$ cat src/rtl/toggle_edge_counter.sv
// toggle_edge_counter: synchronises the toggling output of the T flip-flop
// stage, emits one-cycle rise/fall pulses, counts edges over a fixed window
// of clk cycles and offers the saturating count through a valid/ready handshake.
module toggle_edge_counter #(
    parameter int CNT_W  = 8,
    parameter int WINDOW = 16
) (
    input  logic             clk,
    input  logic             rst,
    input  logic             t_in,
    input  logic             start,
    output logic             busy,
    output logic             rise_pulse,
    output logic             fall_pulse,
    output logic [CNT_W-1:0] edge_cnt,
    output logic             overflow,
    output logic             cnt_valid,
    input  logic             cnt_ready
);

    localparam int WIN_W = $clog2(WINDOW + 1);
    localparam logic [WIN_W-1:0] WIN_LAST = WIN_W'(WINDOW - 1);
    localparam logic [CNT_W-1:0] CNT_MAX  = '1;

    typedef enum logic [1:0] {
        IDLE,
        MEASURE,
        HOLD
    } state_t;

    state_t           state;
    state_t           state_nxt;
    logic             s1;
    logic             s2;
    logic             s3;
    logic [WIN_W-1:0] win_cnt;
    logic [WIN_W-1:0] win_nxt;
    logic [CNT_W-1:0] cnt_nxt;
    logic             ovf_nxt;

    // Two-flop synchroniser, one history flop and registered edge pulses.
    always_ff @(posedge clk) begin
        if (!rst) begin
            s1         <= 1'b0;
            s2         <= 1'b0;
            s3         <= 1'b0;
            rise_pulse <= 1'b0;
            fall_pulse <= 1'b0;
        end else begin
            s1         <= t_in;
            s2         <= s1;
            s3         <= s2;
            rise_pulse <= s2 & ~s3;
            fall_pulse <= ~s2 & s3;
        end
    end

    // State, window counter and result registers.
    always_ff @(posedge clk) begin
        if (!rst) begin
            state    <= IDLE;
            win_cnt  <= '0;
            edge_cnt <= '0;
            overflow <= 1'b0;
        end else begin
            state    <= state_nxt;
            win_cnt  <= win_nxt;
            edge_cnt <= cnt_nxt;
            overflow <= ovf_nxt;
        end
    end

    // Next-state, window/count update and handshake outputs.
    always_comb begin
        state_nxt = state;
        win_nxt   = win_cnt;
        cnt_nxt   = edge_cnt;
        ovf_nxt   = overflow;
        busy      = 1'b0;
        cnt_valid = 1'b0;
        case (state)
            IDLE: begin
                if (start) begin
                    state_nxt = MEASURE;
                    win_nxt   = '0;
                    cnt_nxt   = '0;
                    ovf_nxt   = 1'b0;
                end
            end
            MEASURE: begin
                busy    = 1'b1;
                win_nxt = win_cnt + 1'b1;
                if (rise_pulse | fall_pulse) begin
                    if (edge_cnt == CNT_MAX) begin
                        ovf_nxt = 1'b1;
                    end else begin
                        cnt_nxt = edge_cnt + 1'b1;
                    end
                end
                if (win_cnt == WIN_LAST) begin
                    state_nxt = HOLD;
                end
            end
            HOLD: begin
                busy      = 1'b1;
                cnt_valid = 1'b1;
                if (cnt_ready) begin
                    state_nxt = IDLE;
                end
            end
            default: begin
                state_nxt = IDLE;
            end
        endcase
    end

endmodule

$ cat config.mk
export PLATFORM = sky130hd
export DESIGN_NAME = toggle_edge_counter
export DESIGN_NICKNAME = d
export VERILOG_FILES = /design/src/rtl/toggle_edge_counter.sv
export SDC_FILE = /design/constraint.sdc
export NUM_CORES = 1
export LEC_CHECK = 0
export CORE_ASPECT_RATIO = 1.75
export CORE_MARGIN = 2
export CORE_UTILIZATION = 45
export DETAILED_ROUTE_END_ITERATION = 8
export PLACE_DENSITY = 0.67
export SKIP_LAST_GASP = 1
export SLEW_MARGIN = 20
export SYNTH_ARGS = -nofsm -noshare
export SYNTH_HDL_FRONTEND = slang
export SYNTH_SLANG_ARGS = --single-unit
$ cat constraint.sdc
create_clock -name clk -period 2.85 [get_ports clk]
set_input_delay 0.57 -clock clk [delete_from_list [all_inputs] [get_ports clk]]
set_output_delay 0.57 -clock clk [all_outputs]
set_load 0.1 [all_outputs]
==> results of run 1 <==
## flip-flops by register name, indices dropped and copies added, names as in the netlist
signal	flops
s1	1
edge_cnt	8
fall_pulse	1
overflow	1
s2	1
win_cnt	5
rise_pulse	1
state	2
s3	1
## where the power goes
group | switching, uW | internal (uW) | total [uW]
combinational | 340 | 149 | 489
sequential | 28.5 | 321 | 349
clock | 88.6 | 99.3 | 188
## per-stage QoR
step                      util (%)  power, uW  hold WS [ps]  cell area, um^2  setup WS (ps)
after floorplan                  -        788           382             1080            571
after detailed placement      53.3        845           405             1230            561
after CTS                     55.3       1030           419             1270            824
after global routing          55.3       1080           433             1270            712
after global placement        53.3        840           387             1230            625
final                         55.3       1030           414             1270            819
## cell families (layout without fill, tap and decap cells)
group / after synthesis / in the layout
AO/OA/AOI/OAI: 32 / 32
XOR/XNOR: 1 / 1
adder cells (fa/ha/maj): 6 / 6
buffers and inverters: 14 / 30
flip-flops: 21 / 21
multiplexers: 4 / 4
AND/OR/NAND/NOR: 48 / 48
## placed cells by master (no fill, tap or decap), drive strengths merged
cell	count
a211o	1
a211oi	3
a21o	1
a21oi	9
a221oi	1
a31oi	2
a32oi	1
a41o	1
and2	4
and3	4
and4	2
buf	15
clkbuf	4
clkdlybuf4s50	4
dfxtp	21
ha	6
inv	7
mux2i	4
nand2	10
nand2b	2
nand3	5
nand3b	2
nand4	1
nor2	7
nor2b	4
nor3	1
nor3b	2
o211ai	2
o21a	1
o21ai	5
o22ai	1
o311ai	1
o31ai	1
o32ai	2
or2	2
or3	1
or4	1
xnor2	1
## final timing paths
| check | start | to | slack, ps | depth (start not counted) |
|---|---|---|---|---|
| worst max-delay path | start | edge_cnt[7] | 820 | 5 |
| worst min register to register | s2 | fall_pulse | 410 | 1 |
| worst min-delay path | s2 | fall_pulse | 410 | 1 |
| worst max register to register | state[0] | edge_cnt[7] | 980 | 6 |
## worst register-to-register path, cell delays in order (launching register included)
cell and delay [ps]:
dfxtp_1 360, inv_1 70, ha_1 290, mux2i_1 200
a21o_1 280, or4_1 430, a31oi_1 170
## final cells by class
cell class                      instances  area [um^2]  area share [%]
Clock buffer                            4         45.0            3.54
Inverter                                7         26.3            2.06
Multi-Input combinational cell         91          597            46.9
Sequential cell                        21          420            33.0
Tap cell                               25         31.3            2.46
Timing Repair Buffer                   19          153            12.0
## layer usage
layer  vias to the layer above  track usage (%)  part of all wire [%]
li1                        487                -                     -
met1                       476             21.4                    43
met2                        13             34.6                    53
met3                         2             2.88                   2.7
met4                         0             7.26                  0.77
met5                         -                0                     0
==> out/metrics.yaml, run 1 <==
worst_setup_path:
  start_kind: "primary input"
  crit_fanout: 10
  cp.required_ps: 3030
  path_class: "in -> reg"
  critPathTopFamily: "buffers and inverters"
  slowest_delay_ps: 590
  critPathBufInv: 1
  cp-end-kind: "flip-flop"
  slowest_stage: "clkdlybuf4s50_1"
  cp.arrival_ps: 2210
  crit_chain: "clkdlybuf4s50_1 > mux2i_1 > a21o_1 > or4_1 > a31oi_1"
yosys:
  async_reset_ff_share_pct: 0
  synth_ff_type: "dfxtp_1"
  synth_top_family_by_area: "simple AND/OR/NAND/NOR gates"
  post-synth-top-area-cell: "dfxtp_1"
  synth_edf_count: 0
  yosys_register_bits: 21
  yosysMostFrequentCell: "dfxtp_1"
  syn_avg_cell_area_um2: 8.61
  yosysSeqAreaShare_pct: 38.8
  synth-compound-area-share_pct: 19.5
  syn_area_mm2: 0.00108
  synth_nets: 137
  syn_inst: 126
  synth_top_cell_area_share_pct: 38.8
  synth_cell_type_count: 37
  synth.mux.area_fraction_pct: 3.69
  synthAdderAreaFrac_pct: 6.92
  ys_warn_count: 0
  synth-xor-area-share_pct: 0.807
  synth_area_leaders: "dfxtp_1 (39%), ha_1 (6.9%), a21oi_1 (4.2%)"
  synth-simple-area-share_pct: 24.1
  yosys-top-cells-count: "dfxtp_1 (21), nand2_1 (10), a21oi_1 (9)"
global_routing:
  grt_pass1_vias: 865
  grt_first_pass_wirelength_um: 3730
  grt_usage_pct: 19.3
  antenna_found_initial: 0
  grt_overflow_total: 0
  grt_max_degree: 24
timing:
  fin_tns_setup_ps: 0
  fmax_ghz: 0.492
  finClkSkew_ps: 4.66
  slew-limit-headroom_pct: 70.1
  drv_slew: 0
  timing.final.crit_share_pct: 71.3
  hold_viol_final: 0
  grt_setup_unrepaired: "false"
  setup_viol: 0
  tightest_slew_ps: 448
  min_period_ps: 2030
cells_and_area:
  antenna_cells: 0
  fin_nets: 154
  fillerInstances: 235
  syn2layout_area_growth_pct: 17.3
  final_cells: 167
  drive_above_1_share_pct: 14.1
clocking:
  cts_resized: 0
  cts_tree: "built"
  cts_buffers: 3
  hold_buffers: 0
  h-tree-depth: 1
  clockBufferDepth: 2
  clk_pin_slew_ps: 70
  cts_sinks: 21
  cts_setup_buffers: 0
  clockRootBuffer: "clkbuf_8"
  clk_latency_ps: 250
worst_hold_path:
  hp-class: "reg -> reg"
die:
  fp.coreArea_mm2: 0.00230
  io_pins: 18
  die_w_um: 41.1
  fp-row-count: 23
  start_util_pct: 47.1
  die_h_um: 69.0
  dieArea_mm2: 0.00283
placement:
  place.gp.congestion: 0.804
  dp_hpwl_um: 1730
  placed_cells: 163
  portBuffers: 17
drt:
  postRouteAntennaNets: 0
  drt_first_pass_iters: 3
  routed_wl_um: 2340
  first_iter_violations: 11
  vias: 978
  drc: 0
  wire_per_inst_um: 14.0
  via_per_inst: 5.86
pwr:
  power.density_mw_per_mm2: 806
  ir_drop_v: 0.000442
  p_leak_uw: 0.000517
outcome:
  status: "finished, final reports clean"
job:
  maxCapViolations: 0
Note: power is estimated with default switching activity, not from simulation.
==> run 2: changes to the inputs <==
==> constraint.sdc (replaced) <==
create_clock -name clk -period 2.05 [get_ports clk]
set_input_delay 0.41 -clock clk [delete_from_list [all_inputs] [get_ports clk]]
set_output_delay 0.41 -clock clk [all_outputs]
set_load 0.1 [all_outputs]
==> out/metrics.yaml, run 2 (same netlist as run 1, synthesis figures left out) <==
drt:
  routed_wl_um: 2320
  postRouteAntennaNets: 0
  wire_per_inst_um: 13.7
  first_iter_violations: 38
  via_per_inst: 5.80
  vias: 986
  drt_first_pass_iters: 4
  drc: 0
clocking:
  cts_tree: "built"
  clk_latency_ps: 250
  clockBufferDepth: 2
  h-tree-depth: 1
  cts_sinks: 21
  clk_pin_slew_ps: 70
  cts_buffers: 3
  clockRootBuffer: "clkbuf_8"
global_routing:
  grt_overflow_total: 0
  grt_max_degree: 22
  grt_first_pass_wirelength_um: 4020
  grt_usage_pct: 20.6
  grt_pass1_vias: 904
  antenna_found_initial: 0
timing:
  grt_setup_unrepaired: "false"
  drv_slew: 0
  tightest_slew_ps: 461
  timing.final.crit_share_pct: 89.6
  finClkSkew_ps: 1.35
  slew-limit-headroom_pct: 69.3
  setup_slack_ps: 213
  min_period_ps: 1840
  hold_viol_final: 0
  fmax_ghz: 0.544
  fin_tns_setup_ps: 0
  setup_viol: 0
placement:
  dp_hpwl_um: 1770
  portBuffers: 17
  postPlaceCellArea_mm2: 0.00129
  place.gp.congestion: 0.743
  place_ws_ps: 78.6
outcome:
  status: "finished, final reports clean"
worst_setup_path:
  cp-end-kind: "flip-flop"
  start_kind: "flip-flop"
  path_class: "reg -> reg"
  cp.required_ps: 2200
  crit_fanout: 5
  cp.arrival_ps: 1990
cells_and_area:
  regMostFlops: "edge_cnt"
  top_regs: "edge_cnt (8), win_cnt (5), state (2)"
  multi_input_area_um2: 599
  drive_above_1_share_pct: 19.3
  fillerInstances: 234
  fin_nets: 157
  syn2layout_area_growth_pct: 23.5
  mostFrequentLayoutCell: "dfxtp_1"
  final_cell_mix: "dfxtp_1 (18), buf_4 (15), nand2_1 (10)"
  largest_register_ffs: 8
  regArea_um2: 424
  fin_area_mm2: 0.00134
  antenna_cells: 0
die:
  dieArea_mm2: 0.00283
  io_pins: 18
  fp-row-count: 23
  start_util_pct: 47.1
  die_w_um: 41.1
  die_h_um: 69.0
  fp.coreArea_mm2: 0.00230
pwr:
  power.density_mw_per_mm2: 1160
  ir_drop_v: 0.000642
  p_leak_uw: 0.000545
job:
  maxCapViolations: 0
worst_hold_path:
  hp-class: "reg -> reg"
-- run 2: report_power, final --
part | leakage [uW] | internal, uW | switching (uW)
clock | 0.0000255 | 135 | 128
combinational | 0.000348 | 310 | 496
sequential | 0.000172 | 447 | 37.7
total | 0.000545 | 892 | 661
-- run 2: what timing repair did --
action                                  in CTS  in global routing
endpoints found under the setup margin       0                  2
gates resized for setup                      0                  1
buffers inserted                             0                  0
hold buffers                                 0                  0
-- run 2: final cells by class --
cell class	instances	share of cell area, %
clock inverter	1	0.373
timing repair buffer	22	15.9
multi-input combinational	91	44.7
tap	25	2.33
clock buffer	3	3.08
inverter	7	1.96
sequential	21	31.7
-- run 2: worst paths after layout --
| check | startpoint | end | slack, ps | cells after the start |
|---|---|---|---|---|
| max | win_cnt[0] | state[1] | 210 | 7 |
| min | s2 | fall_pulse | 410 | 1 |
| max reg2reg | win_cnt[0] | state[1] | 210 | 7 |
| min reg2reg | s2 | fall_pulse | 410 | 1 |
-- run 2: worst max-delay path, stage by stage (launching register included) --
cell	delay, ps
dfxtp_1	430
ha_1	210
and3_1	160
ha_1	130
inv_1	40
a221oi_1	460
mux2i_1	250
nor2_1	50
-- run 2: metrics by stage --
step                      hold WS [ps]  instances  utilization (%)  power [uW]
after CTS                          416        170             58.1        1560
final                              412        170             58.2        1550
after floorplan                    382        126                -        1100
after global placement             390        166             56.1        1280
after global routing               439        170             58.2        1650
after detailed placement           403        166             56.1        1300
-- run 2: layer usage --
layer,vias to the layer above,share of wire [%],global-route usage (%)
met5,-,0,0
met4,0,1.5,10.1
met2,22,54,36.1
met1,462,42,23.1
li1,498,-,-
met3,4,2.8,1.92
